**src/rtl/rob_pkg.sv**
```systemverilog
// Shared ROB types: issue packet, uop encoding, entry status and the FU->ROB writeback record.
package rob_pkg;

    localparam int ROB_ENTRIES = 128;
    localparam int ROB_PTR_W   = $clog2(ROB_ENTRIES);

    typedef enum logic [1:0] {
        READY     = 2'd0,
        DONE      = 2'd1,
        EXCEPTION = 2'd2
    } status_t;

    typedef struct packed {
        logic [6:0]  opcode;
        logic [4:0]  rd;
        logic [4:0]  rs1;
        logic [4:0]  rs2;
        logic [10:0] imm;
    } uop_insn;

    typedef struct packed {
        logic                 valid;
        uop_insn              uop;
        logic [ROB_PTR_W-1:0] ptr;
    } rob_issue;

    typedef struct packed {
        logic                 valid;
        logic [ROB_PTR_W-1:0] ptr;
        status_t              status;
    } rob_wb;

    function automatic status_t wb_status(input logic exc);
        return exc ? EXCEPTION : DONE;
    endfunction

endpackage

```
**src/rtl/rob_issue_fifo.sv**
```systemverilog
// In-order synchronous FIFO holding {uop, ptr} entries between ROB issue and FU dispatch.
module rob_issue_fifo #(
    parameter int DEPTH = 8,
    parameter int W     = 40
) (
    input  logic                     clk_in,
    input  logic                     rst_in,
    input  logic                     flush_in,
    input  logic                     push_in,
    input  logic [W-1:0]             data_in,
    input  logic                     pop_in,
    output logic [W-1:0]             data_out,
    output logic [$clog2(DEPTH):0]   count_out
);
    localparam int AW = $clog2(DEPTH);

    logic [W-1:0]  r_mem [DEPTH];
    logic [AW-1:0] r_head;
    logic [AW-1:0] r_tail;
    logic [AW:0]   r_count;
    logic          w_push;
    logic          w_pop;

    // count[AW] set means exactly DEPTH entries: a full FIFO refuses pushes even alongside a pop
    assign w_push = push_in && !flush_in && !r_count[AW];
    assign w_pop  = pop_in && !flush_in && (r_count != '0);

    // Storage array; no reset needed since only entries below count are ever observed
    always_ff @(posedge clk_in) begin
        if (w_push) begin
            r_mem[r_tail] <= data_in;
        end
    end

    // Head/tail pointers and occupancy
    always_ff @(posedge clk_in) begin
        if (rst_in || flush_in) begin
            r_head  <= '0;
            r_tail  <= '0;
            r_count <= '0;
        end else begin
            if (w_push) begin
                r_tail <= r_tail + AW'(1);
            end
            if (w_pop) begin
                r_head <= r_head + AW'(1);
            end
            case ({w_push, w_pop})
                2'b10:   r_count <= r_count + (AW+1)'(1);
                2'b01:   r_count <= r_count - (AW+1)'(1);
                default: r_count <= r_count;
            endcase
        end
    end

    assign data_out  = r_mem[r_head];
    assign count_out = r_count;

endmodule

```
**src/rtl/rob_issue_receiver.sv**
```systemverilog
// ROB issue consumer: buffers issued uops, dispatches them in order to one FU, returns writebacks.
// Optional zero-latency issue-to-dispatch path enabled by defining ISSUE_BYPASS_EN.
module rob_issue_receiver
    import rob_pkg::*;
#(
    parameter int DEPTH        = 8,
    parameter int MAX_INFLIGHT = 4,
    parameter int PTR_W        = $clog2(ROB_ENTRIES)
) (
    input  logic                              clk_in,
    input  logic                              rst_in,
    input  logic                              flush_in,
    input  rob_issue                          issue_in,
    output logic                              issue_ready_out,
    output logic                              fu_valid_out,
    output uop_insn                           fu_uop_out,
    output logic [PTR_W-1:0]                  fu_ptr_out,
    input  logic                              fu_ready_in,
    input  logic                              fu_done_in,
    input  logic [PTR_W-1:0]                  fu_done_ptr_in,
    input  logic                              fu_exc_in,
    output logic                              wb_valid_out,
    output logic [PTR_W-1:0]                  wb_ptr_out,
    output status_t                           wb_status_out,
    output logic [$clog2(MAX_INFLIGHT+1)-1:0] inflight_out,
    output logic                              err_out
);
    localparam int CNT_W = $clog2(DEPTH) + 1;
    localparam int IF_W  = $clog2(MAX_INFLIGHT + 1);
    localparam int EW    = $bits(uop_insn) + PTR_W;

    logic [CNT_W-1:0] w_count;
    logic [EW-1:0]    w_head;
    logic             w_issue_ready;
    logic             w_room;
    logic             w_bypass;
    logic             w_fu_valid;
    uop_insn          w_fu_uop;
    logic [PTR_W-1:0] w_fu_ptr;
    logic             w_dispatch;
    logic             w_push;
    logic             w_pop;
    logic             w_done_ok;
    logic             w_done_err;
    logic [IF_W-1:0]  r_inflight;
    rob_wb            r_wb;
    logic             r_err;

    rob_issue_fifo #(.DEPTH(DEPTH), .W(EW)) u_fifo (
        .clk_in    (clk_in),
        .rst_in    (rst_in),
        .flush_in  (flush_in),
        .push_in   (w_push),
        .data_in   ({issue_in.uop, issue_in.ptr}),
        .pop_in    (w_pop),
        .data_out  (w_head),
        .count_out (w_count)
    );

    assign w_issue_ready = (w_count < CNT_W'(DEPTH));
    assign w_room        = (r_inflight < IF_W'(MAX_INFLIGHT));

    // Dispatch source select; outputs are zeroed when nothing is presented and gated during flush
    always_comb begin
        w_bypass   = 1'b0;
        w_fu_valid = 1'b0;
        w_fu_uop   = '0;
        w_fu_ptr   = '0;
`ifdef ISSUE_BYPASS_EN
        w_bypass = (w_count == '0) && w_room && !flush_in;
`endif
        if (flush_in) begin
            w_fu_valid = 1'b0;
        end else if (w_bypass) begin
            w_fu_valid = issue_in.valid;
            w_fu_uop   = issue_in.valid ? issue_in.uop : '0;
            w_fu_ptr   = issue_in.valid ? issue_in.ptr : '0;
        end else if ((w_count != '0) && w_room) begin
            w_fu_valid = 1'b1;
            w_fu_uop   = w_head[EW-1:PTR_W];
            w_fu_ptr   = w_head[PTR_W-1:0];
        end else begin
            w_fu_valid = 1'b0;
        end
    end

    assign w_dispatch = w_fu_valid && fu_ready_in;
    assign w_push     = issue_in.valid && w_issue_ready && !flush_in && !(w_bypass && w_dispatch);
    assign w_pop      = w_dispatch && !w_bypass;
    assign w_done_ok  = fu_done_in && !flush_in && (r_inflight != '0);
    assign w_done_err = fu_done_in && !flush_in && (r_inflight == '0);

    // In-flight uop count between dispatch and completion
    always_ff @(posedge clk_in) begin
        if (rst_in || flush_in) begin
            r_inflight <= '0;
        end else begin
            case ({w_dispatch, w_done_ok})
                2'b10:   r_inflight <= r_inflight + IF_W'(1);
                2'b01:   r_inflight <= r_inflight - IF_W'(1);
                default: r_inflight <= r_inflight;
            endcase
        end
    end

    // Writeback register: pulses valid one cycle after an accepted completion, fields hold otherwise
    always_ff @(posedge clk_in) begin
        if (rst_in) begin
            r_wb.valid  <= 1'b0;
            r_wb.ptr    <= '0;
            r_wb.status <= READY;
        end else if (flush_in) begin
            r_wb.valid  <= 1'b0;
        end else begin
            r_wb.valid <= w_done_ok;
            if (w_done_ok) begin
                r_wb.ptr    <= fu_done_ptr_in;
                r_wb.status <= wb_status(fu_exc_in);
            end
        end
    end

    // Sticky error on a completion with nothing in flight; survives flush
    always_ff @(posedge clk_in) begin
        if (rst_in) begin
            r_err <= 1'b0;
        end else if (w_done_err) begin
            r_err <= 1'b1;
        end
    end

    assign issue_ready_out = w_issue_ready;
    assign fu_valid_out    = w_fu_valid;
    assign fu_uop_out      = w_fu_uop;
    assign fu_ptr_out      = w_fu_ptr;
    assign wb_valid_out    = r_wb.valid;
    assign wb_ptr_out      = r_wb.ptr;
    assign wb_status_out   = r_wb.status;
    assign inflight_out    = r_inflight;
    assign err_out         = r_err;

endmodule
```
**config.mk**
```make
export PLATFORM = sky130hd
export DESIGN_NAME = rob_issue_receiver
export DESIGN_NICKNAME = d
export VERILOG_FILES = /design/src/rtl/rob_pkg.sv /design/src/rtl/rob_issue_fifo.sv /design/src/rtl/rob_issue_receiver.sv
export SDC_FILE = /design/constraint.sdc
export NUM_CORES = 1
export LEC_CHECK = 0
export ABC_AREA = 0
export CORE_UTILIZATION = 45
export CTS_CLUSTER_DIAMETER = 100
export DETAILED_ROUTE_END_ITERATION = 10
export PLACE_DENSITY = 0.67
export SYNTH_ARGS = -nofsm -noshare
export SYNTH_HDL_FRONTEND = slang
export SYNTH_SLANG_ARGS = --single-unit
```
**constraint.sdc**
```tcl
create_clock -name clk_in -period 4.24 [get_ports clk_in]
set_input_delay 0.424 -clock clk_in [delete_from_list [all_inputs] [get_ports clk_in]]
set_output_delay 0.424 -clock clk_in [all_outputs]
set_load 0.01 [all_outputs]
```
### Word-level counts from Yosys, hierarchy flattened

Memory sizes are Yosys's and may differ from the RTL's. A register that Yosys moved wholly into a read port is not among the register bits.
Cells that the tools add are included.

| word-level totals | value |
|---|---|
| bits in registers | 24 |
| RAM bits | 320 |
| output and inout port bits | 56 |
| logic and storage cells | 56 |
| memories | 1 |

| cells by class | value |
|---|---|
| add/subtract/negate cells | 6 |
| $lt $le $gt $ge | 2 |
| equality and inequality tests | 4 |
| muxes and demuxes | 13 |
| bitwise operators | 1 |
| reductions and logical operators | 21 |

Memories:

| name | words | width | read ports | clocked after Yosys merged registers in | write ports | RTL line | text |
|---|---|---|---|---|---|---|---|
| u_fifo.r_mem | 8 | 40 | 1 | 1 | 1 | rob_issue_fifo.sv:17 | `logic [W-1:0] r_mem [DEPTH];` |

Operators by type and width:

| kind | count |
|---|---|
| two-way mux 33 bit | 2 |
| two-way mux 7 bit | 2 |
| logical AND 1 bit | 11 |
| adder 3 x 1 -> 3 bit (second input constant) | 3 |
| one-hot mux 4 bit (2 select lines) | 1 |
| two-way mux 3 bit | 2 |
| one-hot mux 3 bit (2 select lines) | 1 |
| adder 4 x 1 -> 4 bit (second input constant) | 1 |
| == test 2 x 1 -> 1 bit (second input constant) | 2 |
| == test 2 bit (second input constant) | 2 |
| < comparator 4 bit (second input constant) | 1 |
| two-way mux 1 bit | 4 |
| nonzero test 2 bit | 2 |
| nonzero test 4 bit | 1 |
| subtractor 4 x 1 -> 4 bit (second input constant) | 1 |
| logical NOT 3 bit | 1 |
| < comparator 3 bit (second input constant) | 1 |
| nonzero test 3 bit | 1 |
| subtractor 3 x 1 -> 3 bit (second input constant) | 1 |
| logical NOT 1 bit | 2 |
| two-way mux 2 bit | 1 |
| AND reduction 2 bit | 1 |
| OR reduction 2 bit | 1 |
| logical OR 1 bit | 1 |
| inverter 1 bit | 1 |

### Longest topological paths before layout

Gate-level depths: netlist of run 1.

| depth | value |
|---|---|
| depth after elaboration | 9 |
| gate-level depth with buffers | 10 |
| gate-level depth less buffers | 10 |

### Modules after synthesis

From an unflattened synthesis of run 1, not the netlist that was laid out.

| unflattened totals | value |
|---|---|
| cell total of the unflattened synthesis | 649 |
| area, all modules | 13,720.7 um^2 |

By module, submodules not included:

| module | instances | cells each | area an instance (um^2) | seq. area each (um^2) |
|---|---|---|---|---|
| rob_issue_fifo | 1 | 535 | 12,724.7 | 9,869.5 |
| rob_issue_receiver | 1 | 114 | 996.0 | 280.3 |

### Worst setup path after synthesis of run 1

Ideal clock, no wire load.

| timing | value |
|---|---|
| kind | input to register |
| from | input port flush_in |
| to | memory u_fifo.r_mem[0][0], enable pin |
| library setup time | 487 ps |
| data arrival time | 3,744 ps |
| data required time | 3,753 ps |
| path slack | 8 ps |
| cell stages on the path | 3 |
| cell sequence | nor3b_1 nand2b_1 nor3_1 |

| on the way | value |
|---|---|
| longest elaborated chain between the ends | 6 |

Ends and longest elaborated chain:

| what | RTL line | text |
|---|---|---|
| start, declared | rob_issue_receiver.sv:12 | `input logic flush_in,` |
| logical NOT 1 bit * | rob_issue_fifo.sv:25, rob_issue_receiver.sv:88 |  |
| logical AND 1 bit | rob_issue_receiver.sv:88 | `assign w_push = issue_in.valid && w_issue_ready && !flush_in && !(w_bypass && w_dispatch);` |
| logical AND 1 bit * (2 in a row) | rob_issue_fifo.sv:25 | `assign w_push = push_in && !flush_in && !r_count[AW];` |
| two-way mux 1 bit * | rob_issue_fifo.sv:30 | `if (w_push) begin` |
| two-way mux 1 bit (implied by the code) * | rob_issue_fifo.sv:31 | `r_mem[r_tail] <= data_in;` |
| end, declared | rob_issue_fifo.sv:17 |  |

Mark *: on every way between the ends. The rest lies on a longest branch, timed or not.

==> results of run 1 <==
## worst min path at each step
stage,from,depth (start not counted),to
floorplan,u_fifo.r_tail[0]$_SDFFE_PP0P_,2,u_fifo.r_tail[0]$_SDFFE_PP0P_
global placement,err_out$_SDFFE_PP0P_,2,err_out$_SDFFE_PP0P_
detailed placement,err_out$_SDFFE_PP0P_,2,err_out$_SDFFE_PP0P_
CTS,fu_done_ptr_in[4],3,wb_ptr_out[4]$_SDFFE_PP0P_
global route,wb_status_out[1]$_SDFFE_PP0P_,2,wb_status_out[1]$_SDFFE_PP0P_
finish,wb_status_out[1]$_SDFFE_PP0P_,2,wb_status_out[1]$_SDFFE_PP0P_
## area by class of cell
cell class	instances	share of cell area [%]
multi-input combinational	253	18.8
inverter	9	0.210
antenna	1	0.0155
clock buffer	41	5.84
tap	384	2.98
clock inverter	23	1.34
sequential	347	63.0
timing repair buffer	122	7.76
## where the power goes
| group | switching, uW | internal (uW) |
|---|---|---|
| Sequential | 8.10 | 3760 |
| Combinational | 97.4 | 93.4 |
| Clock | 1230 | 1840 |
| Total | 1340 | 5690 |
## layer usage
metal  routed length, um  vias up
met5                  26        -
met4                 570        4
met2               12900      178
li1                    -     2843
met1               10800     3309
met3                1490       51
## kinds of logic after synthesis
logic type	share of synthesized area, %
xor+xnor	0.526
simple gates	3.05
fa+ha+maj	0.714
buf+inv	1.47
compound gates	0.630
flops	76.2
mux	17.4
## worst min-delay path: stages (launching register included)
cell     delay (ps)
dfxtp_1         330
mux2i_1          70
nor2_1           70
## cells in the final DEF (no fill, tap or decap), drive strengths merged
cell type      Yosys  final
clkbuf            12     41
a31oi              1      1
nor2              67     67
or3                2      2
a21oi              7      7
ha                 6      6
fa                 1      1
dfxtp             27     27
nor3               3      3
nand3              3      3
clkdlybuf4s50      0    109
nor2b              1      1
nand2              7      7
nand4              1      1
mux2i             51     51
diode              0      1
or2                1      1
a211o              1      1
nand3b             1      1
inv                9     11
clkinvlp           0      1
mux4              80     80
or4b               1      1
o21ai              3      3
a21o               2      2
buf               19     13
nand2b             3      3
clkinv             0     16
edfxtp           320    320
xor2               8      8
or4                1      1
bufinv             0      4
nor3b              2      2
## cells in the mapped netlist, types with 2 or more instances
master and n:
nor3_1 3, dfxtp_1 27, a21oi_1 6, nor2_1 67, nor3b_1 2, mux4_2 80
mux2i_1 51, inv_1 8, or3_1 2, nand2_1 7, xor2_1 8, clkbuf_1 12
a21o_1 2, edfxtp_1 320, o21ai_0 3, buf_4 9, nand2b_1 3, ha_1 6
buf_2 9, nand3_1 2
## registers in the layout (all words and copies together) (netlist names), named ones only
| name | cells |
|---|---|
| wb_valid_out | 1 |
| err_out | 1 |
| wb_ptr_out | 7 |
| u_fifo.r_mem | 320 |
| wb_status_out | 2 |
| u_fifo.r_head | 3 |
| inflight_out | 3 |
| u_fifo.r_tail | 3 |
| u_fifo.count_out | 4 |
## stage by stage
stage          utilization (%)  hold WS [ps]  area [sq um]
3_5_place_dp              51.7           487         15000
2_1_floorplan                -           462         13300
6_report                  55.7           508         16100
4_1_cts                   55.7           500         16100
3_3_place_gp              51.7           461         15000
5_1_grt                   55.7           538         16100
==> metrics.txt, run 1 <==
placed cell count=1115; first-pass GRT wire length=between 30000 and 40000 um; final hold violations=0; clk root buf=clkbuf_16; Post-Route WL=25800 um; Initial DRC Count=about 420; Layout Skew=17.9 ps; fin cells=1180; worst-case clock buffer depth=3; die span in x=174 um; largest cells by area after synthesis=edfxtp_1 (72%), mux4_2 (14%), dfxtp_1 (4.1%), mux2i_1 (3.8%), nor2_1 (1.9%); Clock transition at path regs=60 ps; Final GP Congestion=0.760; met3 usage=4.22%; RSZ-0062 raised after global routing=false; Worst Tran Pin Value=901 ps; Max stage delay on crit path=690 ps; htree depth=2; Pre-antenna DRT Iters=4; M1 GR Usage=22.2%; peak supply drop=217 uV; slew margin rel.=approximately two fifths; full die area=30300 sq um; I/O pins=110; crit path DAT=3040 ps; Mapped Nets=701; Hold WC Path Type=reg -> reg; GR Layer Usage met2=between 20% and 30%; CP Depth=5; synthesized flop and latch total=347; detail-routed net length per standard cell=21.9 um; Core ar.=between 20000 and 30000 sq um; Synth Cell Area=around 13000 sq um; status=complete, no violations; WP buf/inv=2; initial antenna violation count=3; drt drc=0; Pwr Density=436 nW/um^2; Final period util=roughly 82%; Layout area overhead=21.1%; largest net degree at the start of global routing=between 40 and 50; synthesis warning total=0; Syn Area/Cell=between 20 and 25 sq um; pre-CTS WS=1210 ps; Setup Total Neg Slack=0 ps; CTS Buf Count=36; CP delay by family, top=buffers and inverters; fmax=between 200 and 300 MHz; Setup WS post-layout=~770 ps; number of synthesized flops with an enable pin=320; Netlist cell types=33; R2R depth=10; CP Capture Type=primary output; post-route ant nets=0; crit path time final=roughly 3500 ps; number of nets in the layout=830; post-synth top area share=72.2%; total of max-cap violations=0; vias per cell=5.41; post-DP HPWL=14100 um; DIE HEIGHT=between 150 and 200 um; Port Buffers=around 110; worst endpoint required time=3820 ps; Max Slew Vio Count=0; busiest grt layer=met2; Synth async-reset ratio=0%; row cnt=62; crit path kind=reg -> out; FF+latch area=slightly above 10000 sq um; setup violators final=0; worst-path fanout max=26; worst reg2reg endpoint=u_fifo.count_out[2]$_SDFFE_PP0P_; slowest CP cell=dfxtp_4; Setup crit start kind=flop; Main synth FF type=edfxtp_1; total power draw=7030 uW; area of the multi-input gates=3030 sq um; post-synth top area cell=edfxtp_1; GR Util All Layers=17.4%; crit path capture=fu_ptr_out[0]; RR Startpoint=u_fifo.count_out[3]$_SDFFE_PP0P_; Syn Inst Count=640; CTS sink count=347; R2R setup slack=1700 ps; worst path cell trace=buf_4, mux4_2, mux2i_1, nor2_1, clkdlybuf4s50_1; number of global-route vias before repair=6973; cts hold-fix bufs=0; filler instances=between 2000 and 2500; Seq/Total Area, Yosys=76.2%; LEAKAGE=0.00493 uW; cts repair resizes=0; routed vias=6385; CTS tree=done; latest clock arrival within the worst-skew pair=510 ps; total gr overflow=0; Setup Buffers After CTS=0; share of cells above drive strength 1=20.6%; initial core utilization=46.0%
Power figures use the tool's default switching activity.
==> inputs of run 2 (changes only) <==
==> constraint.sdc (replaced) <==
create_clock -name clk_in -period 3.1 [get_ports clk_in]
set_input_delay 0.31 -clock clk_in [delete_from_list [all_inputs] [get_ports clk_in]]
set_output_delay 0.31 -clock clk_in [all_outputs]
set_load 0.01 [all_outputs]
==> run 2 against run 1 <==
Compared with the run above: clock skew rose by 2.1 ps; via count rose by 0.28%; largest power group unchanged; power rose by 30%.
==> metrics.txt, run 2 (synthesis results as in run 1) <==
Sw Ratio=19.3% (+0.30 points); WP buf/inv=2 (unchanged); largest net degree at the start of global routing=42 (-11%); Initial DRC Count=493 (+18%); post-route ant nets=0 (unchanged); Setup WS post-layout=136 ps (-638 ps); most common cell after layout, fill and taps aside=edfxtp_1; Reg with most FFs=u_fifo.r_mem; Layout area overhead=22.7%; WHS=428 ps (-80.2 ps); Setup Total Neg Slack=0 ps (unchanged); cts hold-fix bufs=0 (unchanged); placed cell count=1136 (+1.9%); peak supply drop=339 uV (+56%); Layout Skew=20.0 ps (+2.06 ps); Pre-antenna DRT Iters=5 (+1); commonest cells after routing, fill and taps aside=edfxtp_1 (320), clkdlybuf4s50_1 (109), mux4_2 (80), nor2_1 (61), mux2i_1 (50); post-DP HPWL=15500 um (+9.8%); Post-Route WL=25900 um (+0.36%); Hold WC Path Type=in -> reg; CP Capture Type=primary output; Seq pwr share=56.3% (+2.7 points); I/O pins=110 (unchanged); slowest CP cell=or4_4; CTS sink count=347 (unchanged); HP Start=fu_done_ptr_in[5]; CP Launch Point=u_fifo.count_out[3]$_SDFFE_PP0P_; initial core utilization=46.0% (unchanged); setup violators final=0 (unchanged); Max Slew Vio Count=0 (unchanged); Pwr Density=560 nW/um^2 (+28%); crit path time final=2960 ps; worst endpoint required time=2790 ps (-1030 ps); total power draw=9150 uW (+30%); fin cells=1203 (+1.9%); FF+latch area=10200 sq um (unchanged); P_int=7380 uW (+30%); htree depth=2 (unchanged); RR Startpoint=u_fifo.count_out[3]$_SDFFE_PP0P_; number of nets in the layout=855 (+3.0%); worst-path fanout max=41 (+58%); Final period util=95.6%; DIE HEIGHT=174 um (unchanged); Largest register FFs=320 (unchanged); total gr overflow=0 (unchanged); Logic pwr share=3.0% (+0.3 points); CP delay by family, top=buffers and inverters; R2R depth=10 (unchanged); Worst Tran Pin Value=571 ps (-330 ps); LEAKAGE=0.00501 uW (+1.7%); share of cells above drive strength 1=22.1% (+1.5 points); vias per cell=5.32 (-1.6%); worst reg2reg endpoint=u_fifo.count_out[2]$_SDFFE_PP0P_; crit path capture=fu_uop_out[29]; final hold violations=0 (unchanged); slew margin rel.=61.9% (+22 points); Core ar.=28900 sq um (unchanged); first-pass GRT wire length=39800 um (+0.72%); pre-CTS WS=420 ps (-792 ps); Switch Pwr=1770 uW (+32%); Final GP Congestion=0.730 (-3.9%); number of antenna diodes=0 (-1); Max stage delay on crit path=570 ps (-120 ps); crit path DAT=2650 ps (-390 ps); Port Buffers=109 (unchanged); RSZ-0062 raised after global routing=false; CTS tree=done; fmax=337 MHz; clk root buf=clkbuf_16; GR Util All Layers=17.5% (+0.078 points); detail-routed net length per standard cell=21.6 um (-1.6%); status=complete, no violations; full die area=30300 sq um (unchanged); R2R setup slack=590 ps (-1110 ps); area of the multi-input gates=3050 sq um (+0.54%); CTS Buf Count=34 (-5.6%); drt drc=0 (unchanged); worst-case clock buffer depth=3 (unchanged); Setup crit start kind=flop; Clock transition at path regs=60 ps (about the same); Clk pwr share=40.8% (-2.9 points); crit path kind=reg -> out; CP Depth=5 (unchanged); total of max-cap violations=0 (unchanged); filler instances=2153 (+0.37%); number of global-route vias before repair=6842 (-1.9%); initial antenna violation count=2 (-1); latest clock arrival within the worst-skew pair=510 ps (about the same); die span in x=174 um (unchanged); worst path cell trace=or4_4, nand2_2, buf_4, nor2_1, clkdlybuf4s50_1; row cnt=62 (unchanged); routed vias=6403 (+0.28%)
## run 2: worst register-to-register path: cells and delay by family, from the launching register on
family	cells	cell delay [ps]
buf+inv	1	70
simple gates	3	1020
xor+xnor	2	270
fa+ha+maj	2	450
compound gates	2	290
flops	1	340
## run 2: worst min path at each step
stage                               endpoint  slack, ps  depth (start not counted)
3_3_place_gp            err_out$_SDFFE_PP0P_        460                          2
5_1_grt           wb_ptr_out[6]$_SDFFE_PP0P_        440                          3
3_5_place_dp   u_fifo.r_tail[0]$_SDFFE_PP0P_        490                          2
6_report          wb_ptr_out[5]$_SDFFE_PP0P_        430                          3
4_1_cts           wb_ptr_out[5]$_SDFFE_PP0P_        410                          3
2_1_floorplan        wb_valid_out$_SDFF_PP0_        380                          1
## run 2: per-layer routing
layer / GRT usage [%] / vias to the layer above / share of wire [%] / routed length [um]
met5: 0 / - / 0.089 / 23
met4: 3.80 / 4 / 1.6 / 420
met3: 3.54 / 41 / 5.2 / 1360
met2: 30.0 / 184 / 50 / 13100
met1: 23.2 / 3281 / 43 / 11100
li1: - / 2893 / - / -
## run 2: per-stage QoR
step / area [sq um] / utilization (%)
6_report: 16300 / 56.5
3_5_place_dp: 15300 / 52.8
3_3_place_gp: 15300 / 52.8
4_1_cts: 16300 / 56.3
5_1_grt: 16300 / 56.5
2_1_floorplan: 13300 / -
## run 2: layout make-up
type                       count  share of cell area (%)
inverter                       9                   0.207
clock buffer                  46                    5.68
sequential                   347                    62.2
timing repair buffer         149                    9.77
clock inverter                15                   0.559
tap                          384                    2.94
multi-input combinational    253                    18.7
## run 2: power by group through the flow
stage / clock network (uW) / logic, uW / registers, uW
after floorplan: 0 / 96.7 / 5250
after CTS: 3820 / 274 / 5150
final: 3730 / 271 / 5150
after global placement: 0 / 260 / 5250
after global routing: 3980 / 294 / 5150
after detailed placement: 0 / 272 / 5250
## run 2: repair_timing
item	CTS	global route
setup buffers	0	6
gates resized for setup	2	0
setup endpoints to repair	2	5
